[src/rtl/mem_mpu_region_if.sv]
// CPU-side native memory bus and SRAM-side port of the MPU, bundled for drop-in wiring.
// master = CPU/SRAM environment, slave = the MPU itself.
interface mem_mpu_region_if #(
    parameter int ADDR_WIDTH = 22
);
    logic                  cpu_valid;
    logic                  cpu_instr;
    logic [31:0]           cpu_pc;
    logic [ADDR_WIDTH-1:0] cpu_addr;
    logic [31:0]           cpu_wdata;
    logic [3:0]            cpu_wstrb;
    logic                  cpu_ready;
    logic [31:0]           cpu_rdata;
    logic [3:0]            mem_wen;
    logic [ADDR_WIDTH-3:0] mem_addr;
    logic [31:0]           mem_wdata;
    logic [31:0]           mem_rdata;

    modport master (
        output cpu_valid, cpu_instr, cpu_pc, cpu_addr, cpu_wdata, cpu_wstrb, mem_rdata,
        input  cpu_ready, cpu_rdata, mem_wen, mem_addr, mem_wdata
    );

    modport slave (
        input  cpu_valid, cpu_instr, cpu_pc, cpu_addr, cpu_wdata, cpu_wstrb, mem_rdata,
        output cpu_ready, cpu_rdata, mem_wen, mem_addr, mem_wdata
    );
endinterface

[src/rtl/mem_mpu_region.sv]
// Region-table MPU between picorv32 and word-addressed SRAM: loads its table from SRAM,
// then allows or faults each in-range access, raising a sticky irq with fault details.
module mem_mpu_region #(
    parameter int MEM_WORDS     = 1024,
    parameter int ADDR_WIDTH    = 22,
    parameter int MPU_REGIONS   = 4,
    parameter int MPU_BASE_WORD = 768,
    parameter int ENTRY_WORDS   = 5
) (
    input  logic               clk,
    input  logic               resetn,
    mem_mpu_region_if.slave    bus,
    input  logic               reload,
    input  logic               irq_ack,
    output logic               busy,
    output logic               irq,
    output logic [31:0]        fault_addr,
    output logic [31:0]        fault_pc,
    output logic [1:0]         fault_type,
    output logic               fault_overrun
);
    localparam int unsigned NWORDS = ENTRY_WORDS * MPU_REGIONS;
    localparam int          CW     = $clog2(NWORDS);
    localparam logic [CW-1:0]         LAST   = CW'(NWORDS - 1);
    localparam logic [ADDR_WIDTH-3:0] BASE_W = (ADDR_WIDTH-2)'(MPU_BASE_WORD);
    localparam logic [31:0]           LIMIT  = 32'(4 * MEM_WORDS);

    localparam logic [2:0] S_LOAD_ADDR = 3'd0;
    localparam logic [2:0] S_LOAD_DATA = 3'd1;
    localparam logic [2:0] S_IDLE      = 3'd2;
    localparam logic [2:0] S_CHECK     = 3'd3;
    localparam logic [2:0] S_ACCESS    = 3'd4;
    localparam logic [2:0] S_WAIT      = 3'd5;
    localparam logic [2:0] S_DONE      = 3'd6;
    localparam logic [2:0] S_FAULT     = 3'd7;

    logic [2:0]            r_state;
    logic [CW-1:0]         r_cnt;
    logic [31:0]           r_tab [NWORDS];
    logic                  r_busy;
    logic                  r_ready;
    logic [31:0]           r_rdata;
    logic [3:0]            r_wen;
    logic [ADDR_WIDTH-3:0] r_maddr;
    logic [31:0]           r_mwdata;
    logic                  r_instr;
    logic [31:0]           r_pc;
    logic [31:0]           r_addr;
    logic [31:0]           r_wdata;
    logic [3:0]            r_wstrb;
    logic                  r_reload_pend;
    logic                  r_irq;
    logic [31:0]           r_faddr;
    logic [31:0]           r_fpc;
    logic [1:0]            r_ftype;
    logic                  r_over;

    logic [31:0]            w_cpu_addr;
    logic [CW-1:0]          w_cnt_nxt;
    logic [MPU_REGIONS-1:0] w_cov;
    logic [MPU_REGIONS-1:0] w_ok;
    logic                   w_match;
    logic                   w_cover;
    logic [1:0]             w_ftype;

    assign w_cpu_addr = 32'(bus.cpu_addr);
    assign w_cnt_nxt  = r_cnt + 1'b1;

    // w_cov: region applies to this access regardless of R/W/X; w_ok: it also grants it.
    for (genvar g = 0; g < MPU_REGIONS; g++) begin : g_rgn
        logic [31:0] w_pc_lo, w_pc_hi, w_lo, w_hi, w_perm;
        assign w_pc_lo  = r_tab[ENTRY_WORDS*g + 0];
        assign w_pc_hi  = r_tab[ENTRY_WORDS*g + 1];
        assign w_lo     = r_tab[ENTRY_WORDS*g + 2];
        assign w_hi     = r_tab[ENTRY_WORDS*g + 3];
        assign w_perm   = r_tab[ENTRY_WORDS*g + 4];
        assign w_cov[g] = w_perm[31] && (w_lo <= r_addr) && (r_addr <= w_hi) &&
                          (r_instr || ((w_pc_lo <= r_pc) && (r_pc <= w_pc_hi)));
        assign w_ok[g]  = w_cov[g] && (r_instr ? w_perm[2] :
                                       ((|r_wstrb) ? w_perm[1] : w_perm[0]));
    end

    assign w_match = |w_ok;
    assign w_cover = |w_cov;
    assign w_ftype = !w_cover ? 2'd0 : r_instr ? 2'd3 : (|r_wstrb) ? 2'd2 : 2'd1;

    always_ff @(posedge clk) begin
        if (!resetn) begin
            r_state       <= S_LOAD_ADDR;
            r_cnt         <= '0;
            for (int unsigned i = 0; i < NWORDS; i++) r_tab[i] <= '0;
            r_busy        <= 1'b1;
            r_ready       <= 1'b0;
            r_rdata       <= '0;
            r_wen         <= '0;
            r_maddr       <= BASE_W;
            r_mwdata      <= '0;
            r_instr       <= 1'b0;
            r_pc          <= '0;
            r_addr        <= '0;
            r_wdata       <= '0;
            r_wstrb       <= '0;
            r_reload_pend <= 1'b0;
            r_irq         <= 1'b0;
            r_faddr       <= '0;
            r_fpc         <= '0;
            r_ftype       <= '0;
            r_over        <= 1'b0;
        end else begin
            if (reload && r_state != S_IDLE) r_reload_pend <= 1'b1;
            // Ack first so that a fault on the same edge overrides it below.
            if (irq_ack) begin
                r_irq  <= 1'b0;
                r_over <= 1'b0;
            end
            case (r_state)
                S_LOAD_ADDR: begin
                    r_maddr <= BASE_W + (ADDR_WIDTH-2)'(r_cnt);
                    r_state <= S_LOAD_DATA;
                end
                // mem_addr already holds BASE+cnt one cycle earlier, so mem_rdata is valid here.
                S_LOAD_DATA: begin
                    r_tab[r_cnt] <= bus.mem_rdata;
                    if (r_cnt == LAST) begin
                        r_cnt   <= '0;
                        r_busy  <= 1'b0;
                        r_maddr <= BASE_W;
                        r_state <= S_IDLE;
                    end else begin
                        r_cnt   <= w_cnt_nxt;
                        r_maddr <= BASE_W + (ADDR_WIDTH-2)'(w_cnt_nxt);
                        r_state <= S_LOAD_ADDR;
                    end
                end
                S_IDLE: begin
                    if (reload || r_reload_pend) begin
                        r_reload_pend <= 1'b0;
                        r_busy        <= 1'b1;
                        r_cnt         <= '0;
                        r_maddr       <= BASE_W;
                        r_state       <= S_LOAD_ADDR;
                    end else if (bus.cpu_valid && !r_ready && (w_cpu_addr < LIMIT)) begin
                        r_instr <= bus.cpu_instr;
                        r_pc    <= bus.cpu_pc;
                        r_addr  <= w_cpu_addr;
                        r_wdata <= bus.cpu_wdata;
                        r_wstrb <= bus.cpu_wstrb;
                        r_state <= S_CHECK;
                    end
                end
                S_CHECK: begin
                    if (w_match) begin
                        r_maddr  <= r_addr[ADDR_WIDTH-1:2];
                        r_wen    <= r_wstrb;
                        r_mwdata <= r_wdata;
                        r_state  <= S_ACCESS;
                    end else begin
                        r_rdata <= '0;
                        r_ready <= 1'b1;
                        r_irq   <= 1'b1;
                        r_faddr <= r_addr;
                        r_fpc   <= r_pc;
                        r_ftype <= w_ftype;
                        if (r_irq) r_over <= 1'b1;
                        r_state <= S_FAULT;
                    end
                end
                S_ACCESS: begin
                    r_wen   <= '0;
                    r_state <= S_WAIT;
                end
                S_WAIT: begin
                    if (r_wstrb == 4'd0) r_rdata <= bus.mem_rdata;
                    r_ready <= 1'b1;
                    r_state <= S_DONE;
                end
                S_DONE, S_FAULT: begin
                    r_ready <= 1'b0;
                    r_state <= S_IDLE;
                end
                default: r_state <= S_IDLE;
            endcase
        end
    end

    assign bus.cpu_ready = r_ready;
    assign bus.cpu_rdata = r_rdata;
    assign bus.mem_wen   = r_wen;
    assign bus.mem_addr  = r_maddr;
    assign bus.mem_wdata = r_mwdata;
    assign busy          = r_busy;
    assign irq           = r_irq;
    assign fault_addr    = r_faddr;
    assign fault_pc      = r_fpc;
    assign fault_type    = r_ftype;
    assign fault_overrun = r_over;
endmodule

[src/flat_wrapper.sv]
// flat-port wrapper written by rule: the top's interface ports become plain ports
module mem_mpu_region_flat 
#(
    parameter int MEM_WORDS     = 1024,
    parameter int ADDR_WIDTH    = 22,
    parameter int MPU_REGIONS   = 4,
    parameter int MPU_BASE_WORD = 768,
    parameter int ENTRY_WORDS   = 5
)
  (clk, resetn, reload, irq_ack, busy, irq, fault_addr, fault_pc, fault_type, fault_overrun, bus_cpu_valid, bus_cpu_instr, bus_cpu_pc, bus_cpu_addr, bus_cpu_wdata, bus_cpu_wstrb, bus_mem_rdata, bus_cpu_ready, bus_cpu_rdata, bus_mem_wen, bus_mem_addr, bus_mem_wdata);
  mem_mpu_region_if #(.ADDR_WIDTH(ADDR_WIDTH)) bus_i ();
  input  logic clk;
  input  logic resetn;
  input  logic reload;
  input  logic irq_ack;
  output logic busy;
  output logic irq;
  output logic [31:0] fault_addr;
  output logic [31:0] fault_pc;
  output logic [1:0] fault_type;
  output logic fault_overrun;
  input wire logic [$bits(bus_i.cpu_valid)-1:0] bus_cpu_valid;
  input wire logic [$bits(bus_i.cpu_instr)-1:0] bus_cpu_instr;
  input wire logic [$bits(bus_i.cpu_pc)-1:0] bus_cpu_pc;
  input wire logic [$bits(bus_i.cpu_addr)-1:0] bus_cpu_addr;
  input wire logic [$bits(bus_i.cpu_wdata)-1:0] bus_cpu_wdata;
  input wire logic [$bits(bus_i.cpu_wstrb)-1:0] bus_cpu_wstrb;
  input wire logic [$bits(bus_i.mem_rdata)-1:0] bus_mem_rdata;
  output wire logic [$bits(bus_i.cpu_ready)-1:0] bus_cpu_ready;
  output wire logic [$bits(bus_i.cpu_rdata)-1:0] bus_cpu_rdata;
  output wire logic [$bits(bus_i.mem_wen)-1:0] bus_mem_wen;
  output wire logic [$bits(bus_i.mem_addr)-1:0] bus_mem_addr;
  output wire logic [$bits(bus_i.mem_wdata)-1:0] bus_mem_wdata;
  assign bus_i.cpu_valid = bus_cpu_valid;
  assign bus_i.cpu_instr = bus_cpu_instr;
  assign bus_i.cpu_pc = bus_cpu_pc;
  assign bus_i.cpu_addr = bus_cpu_addr;
  assign bus_i.cpu_wdata = bus_cpu_wdata;
  assign bus_i.cpu_wstrb = bus_cpu_wstrb;
  assign bus_i.mem_rdata = bus_mem_rdata;
  assign bus_cpu_ready = bus_i.cpu_ready;
  assign bus_cpu_rdata = bus_i.cpu_rdata;
  assign bus_mem_wen = bus_i.mem_wen;
  assign bus_mem_addr = bus_i.mem_addr;
  assign bus_mem_wdata = bus_i.mem_wdata;
  mem_mpu_region #(.MEM_WORDS(MEM_WORDS), .ADDR_WIDTH(ADDR_WIDTH), .MPU_REGIONS(MPU_REGIONS), .MPU_BASE_WORD(MPU_BASE_WORD), .ENTRY_WORDS(ENTRY_WORDS)) u_core (.clk(clk), .resetn(resetn), .bus(bus_i), .reload(reload), .irq_ack(irq_ack), .busy(busy), .irq(irq), .fault_addr(fault_addr), .fault_pc(fault_pc), .fault_type(fault_type), .fault_overrun(fault_overrun));
endmodule
[config.mk]
export PLATFORM = sky130hd
export DESIGN_NAME = mem_mpu_region_flat
export DESIGN_NICKNAME = d
export VERILOG_FILES = /design/src/rtl/mem_mpu_region_if.sv /design/src/rtl/mem_mpu_region.sv /design/src/flat_wrapper.sv
export SDC_FILE = /design/constraint.sdc
export NUM_CORES = 2
export LEC_CHECK = 0
export ABC_AREA = 1
export CAP_MARGIN = 20
export CORE_ASPECT_RATIO = 1.25
export CORE_MARGIN = 2
export CORE_UTILIZATION = 45
export CTS_BUF_LIST = sky130_fd_sc_hd__clkbuf_8
export DETAILED_ROUTE_END_ITERATION = 8
export RECOVER_POWER = 100
export SLEW_MARGIN = 20
export SYNTH_ARGS = -nofsm -noshare
export SYNTH_HDL_FRONTEND = slang
export SYNTH_SLANG_ARGS = --single-unit
[constraint.sdc]
create_clock -name clk -period 5.62 [get_ports clk]
set_clock_uncertainty 0.2 [all_clocks]
set_input_delay 0.562 -clock clk [delete_from_list [all_inputs] [get_ports clk]]
set_output_delay 0.562 -clock clk [all_outputs]
set_load 0.02 [all_outputs]
==> out/results.txt <==
Die width: 268 µm
Final routed DRC violation total: 0
Sequential share of the synthesized area: 0.530
Clock Tree Buf Depth: 3
Worst skew pair latency: 0.81 ns
Synth Register Bits: 776
IO Port Bufs: 275
Global-route wire length before repair: 169 mm
Initial Util: 0.453
Share of cells above drive strength 1: 0.0542
Slew headroom: -0.547
Max Clk Rate: 0.197 GHz
MaxCap Viol Count: 5
Final WL: 113 mm
Via-per-instance ratio: 5.11
CP Max Fanout: 31
Critical path required time: 5.82 ns
Synth Cell Area: 0.0393 mm²
Clock sinks: 776
Static leakage: 0.0208 µW
Critical path launch point type: input pin
P per Cell Area: 262 mW/mm²
Drt first pass iters: 6
Core area: 0.0867 mm²
Grt total ovfl: 0
Chip height: 334 µm
Antenna viol nets, final: 0
Initial antenna violation count: 3
Average cell area after synthesis: 9.19 µm²
Row count: 121
DP HPWL: 80.1 mm
Worst path arrival time: 5.27 ns
Filler Cells Inserted: 8,052
Endpoints failing hold: 0
Final period util: 0.902
Synth unique cells: 49
H-tree lvl count: 4
IO Count: 286
CTS tree: yes
Largest net degree at the start of global routing: 82
Worst slew pin tran: 2.32 ns
Wire length per cell: 19.3 µm
Crit path capture type: register
Setup violations, final: 0
Worst hold path class: in2reg
Die ar.: 0.0897 mm²
RSZ-0062 raised after global routing: no
Clock-pin transition on the worst setup and hold timing paths: 0.06 ns
Gpl congestion: 0.921
Synth Warn #: 0
Run status: complete, but fails checks
Final TNS setup: 0 ns
Root Buffer: clkbuf_8
CTS resizes: 0
Max Slew Vio Count: 180
Layout Cells excl Fill: 5,837
Min Clock Period, post-route: 5.07 ns
Cts bufs inserted: 131
Nets: 5,133
VDD IR-drop max: 161 µV
Vias in the first global route: 28,900
Area Overhead vs Synth: 16.2%
WS Path Type: in2reg
Layout Utilization: 0.526
Cells after DPL: 5,602
DR vias: 29,800
DRT iter0 DRCs: 2,142
Failing checks: capacitance limit, slew limit
Total track usage: 0.252
Cell count after synthesis: 4,275
cell families after synthesis:
group                    synth area share
AND/OR/NAND/NOR                     0.192
adder cells (fa/ha/maj)             0.139
XOR/XNOR                         0.000223
flip-flops                          0.530
other                           0.0000955
AO/OA/AOI/OAI                      0.0710
buffers and inverters              0.0674
state kept, by name, summed over array words and instances, names as in the netlist, 2 cells and up:
register              count
u_core.bus.mem_wen        4
u_core.fault_type         2
u_core.r_tab            528
u_core.bus.mem_addr      20
u_core.fault_addr        22
u_core.r_state            3
u_core.r_pc              32
u_core.bus.cpu_rdata     32
u_core.r_wdata           32
u_core.r_addr            22
u_core.r_wstrb            4
u_core.fault_pc          32
u_core.r_cnt              5
u_core.bus.mem_wdata     32
cells in the mapped netlist, drive strengths merged:
master   count  area (µm²)
nor2      1087        4120
nand2      637        2430
edfxtp     528       15900
inv        472        1770
ha         436        5460
dfxtp      248        4960
a21oi      235        1180
o21ai      178         902
clkbuf     137         517
nand3       62         348
nand4       56         350
a211oi      49         368
buf         43         292
o21a        23         173
clkinv      18        67.6
nor3        16        85.1
nor4        13         125
o21bai      11        82.6
and3         5        31.3
a21o         4        30.0
or2          4        25.0
a21boi       2        15.0
nand3b       2        15.0
nor3b        2        15.0
a21bo        1        10.0
conb         1        3.75
o2111ai      1        8.76
o211ai       1        7.51
o22ai        1        6.26
o31ai        1        7.51
xor2         1        8.76
repair_timing:
item | in CTS | in global routing
buffers inserted | 0 | 0
endpoints found under the setup margin | 0 | 0
endpoints found under the hold margin | 11 | 0
hold buffers | 1 | 0
per-stage QoR:
stage	area [µm²]	setup WS (ns)	power (µW)	hold WS, ns
after global placement	43200	1.31	7150	0.252
after CTS	45700	1.27	12100	0.0778
after detailed placement	43200	1.33	7160	0.255
after global routing	45600	0.439	12400	0.131
after floorplan	39300	2.84	6820	0.244
final	45600	0.550	12000	0.161
final cells by class:
cell class                 instances  area [µm²]  area share
sequential                       776       20800       0.456
multi-input combinational       2838       15800       0.346
timing repair buffer             332        3210      0.0703
clock buffer                     154        2120      0.0464
inverter                         490        1840      0.0404
tap                             1168        1460      0.0320
clock inverter                    78         392     0.00858
antenna                            1        2.50   0.0000548
per-layer routing:
metal	wire, µm	global-route usage
met1	47900	0.317
met2	54200	0.427
met3	6210	0.0432
met4	4210	0.0996
met5	26	0
worst max-delay path: stages:
cell           delay [ns]
dlygate4sd3_1        0.52
clkbuf_1             1.63
nand2_1              0.40
nor2_1               0.63
nand2_1              0.26
nand2_1              0.49
clkbuf_1             0.72
report_power, final:
part / internal, µW / switching (µW) / total (µW)
Clock: 2580 / 2350 / 4930
Sequential: 6240 / 49.6 / 6290
Combinational: 250 / 504 / 753
Total: 9070 / 2900 / 12000
worst paths after layout:
kind	from	end	slack (ns)	cells after the start
max	resetn	u_core.r_tab[16][25]$_SDFFCE_PN0P_	0.55	7
min	bus_cpu_wdata[0]	u_core.r_wdata[0]$_SDFFE_PN0P_	0.16	3
max reg2reg	u_core.r_pc[31]$_SDFFE_PN0P_	u_core.bus.cpu_rdata[9]$_SDFFE_PN0P_	0.87	18
min reg2reg	u_core.bus.mem_wen[0]$_SDFFE_PN0P_	u_core.bus.mem_wen[0]$_SDFFE_PN0P_	0.26	2
cell usage in the layout, fill, tap and decap left out, types with 10 or more instances in the layout:
master,netlist,layout
a211oi_1,49,49
a21oi_1,235,235
buf_4,18,36
clkbuf_8,0,154
clkdlybuf4s50_1,0,126
clkinv_1,18,27
clkinv_2,0,16
conb_1,1,10
dfxtp_1,248,248
dlygate4sd3_1,0,149
edfxtp_1,528,528
ha_1,436,436
inv_1,469,514
nand2_1,632,634
nand3_1,56,58
nand4_1,56,56
nor2_1,1079,1080
nor3_1,15,14
o21a_1,23,23
o21ai_0,143,143
o21ai_1,34,34
o21bai_1,11,11
(Power assumes the default switching activity.)
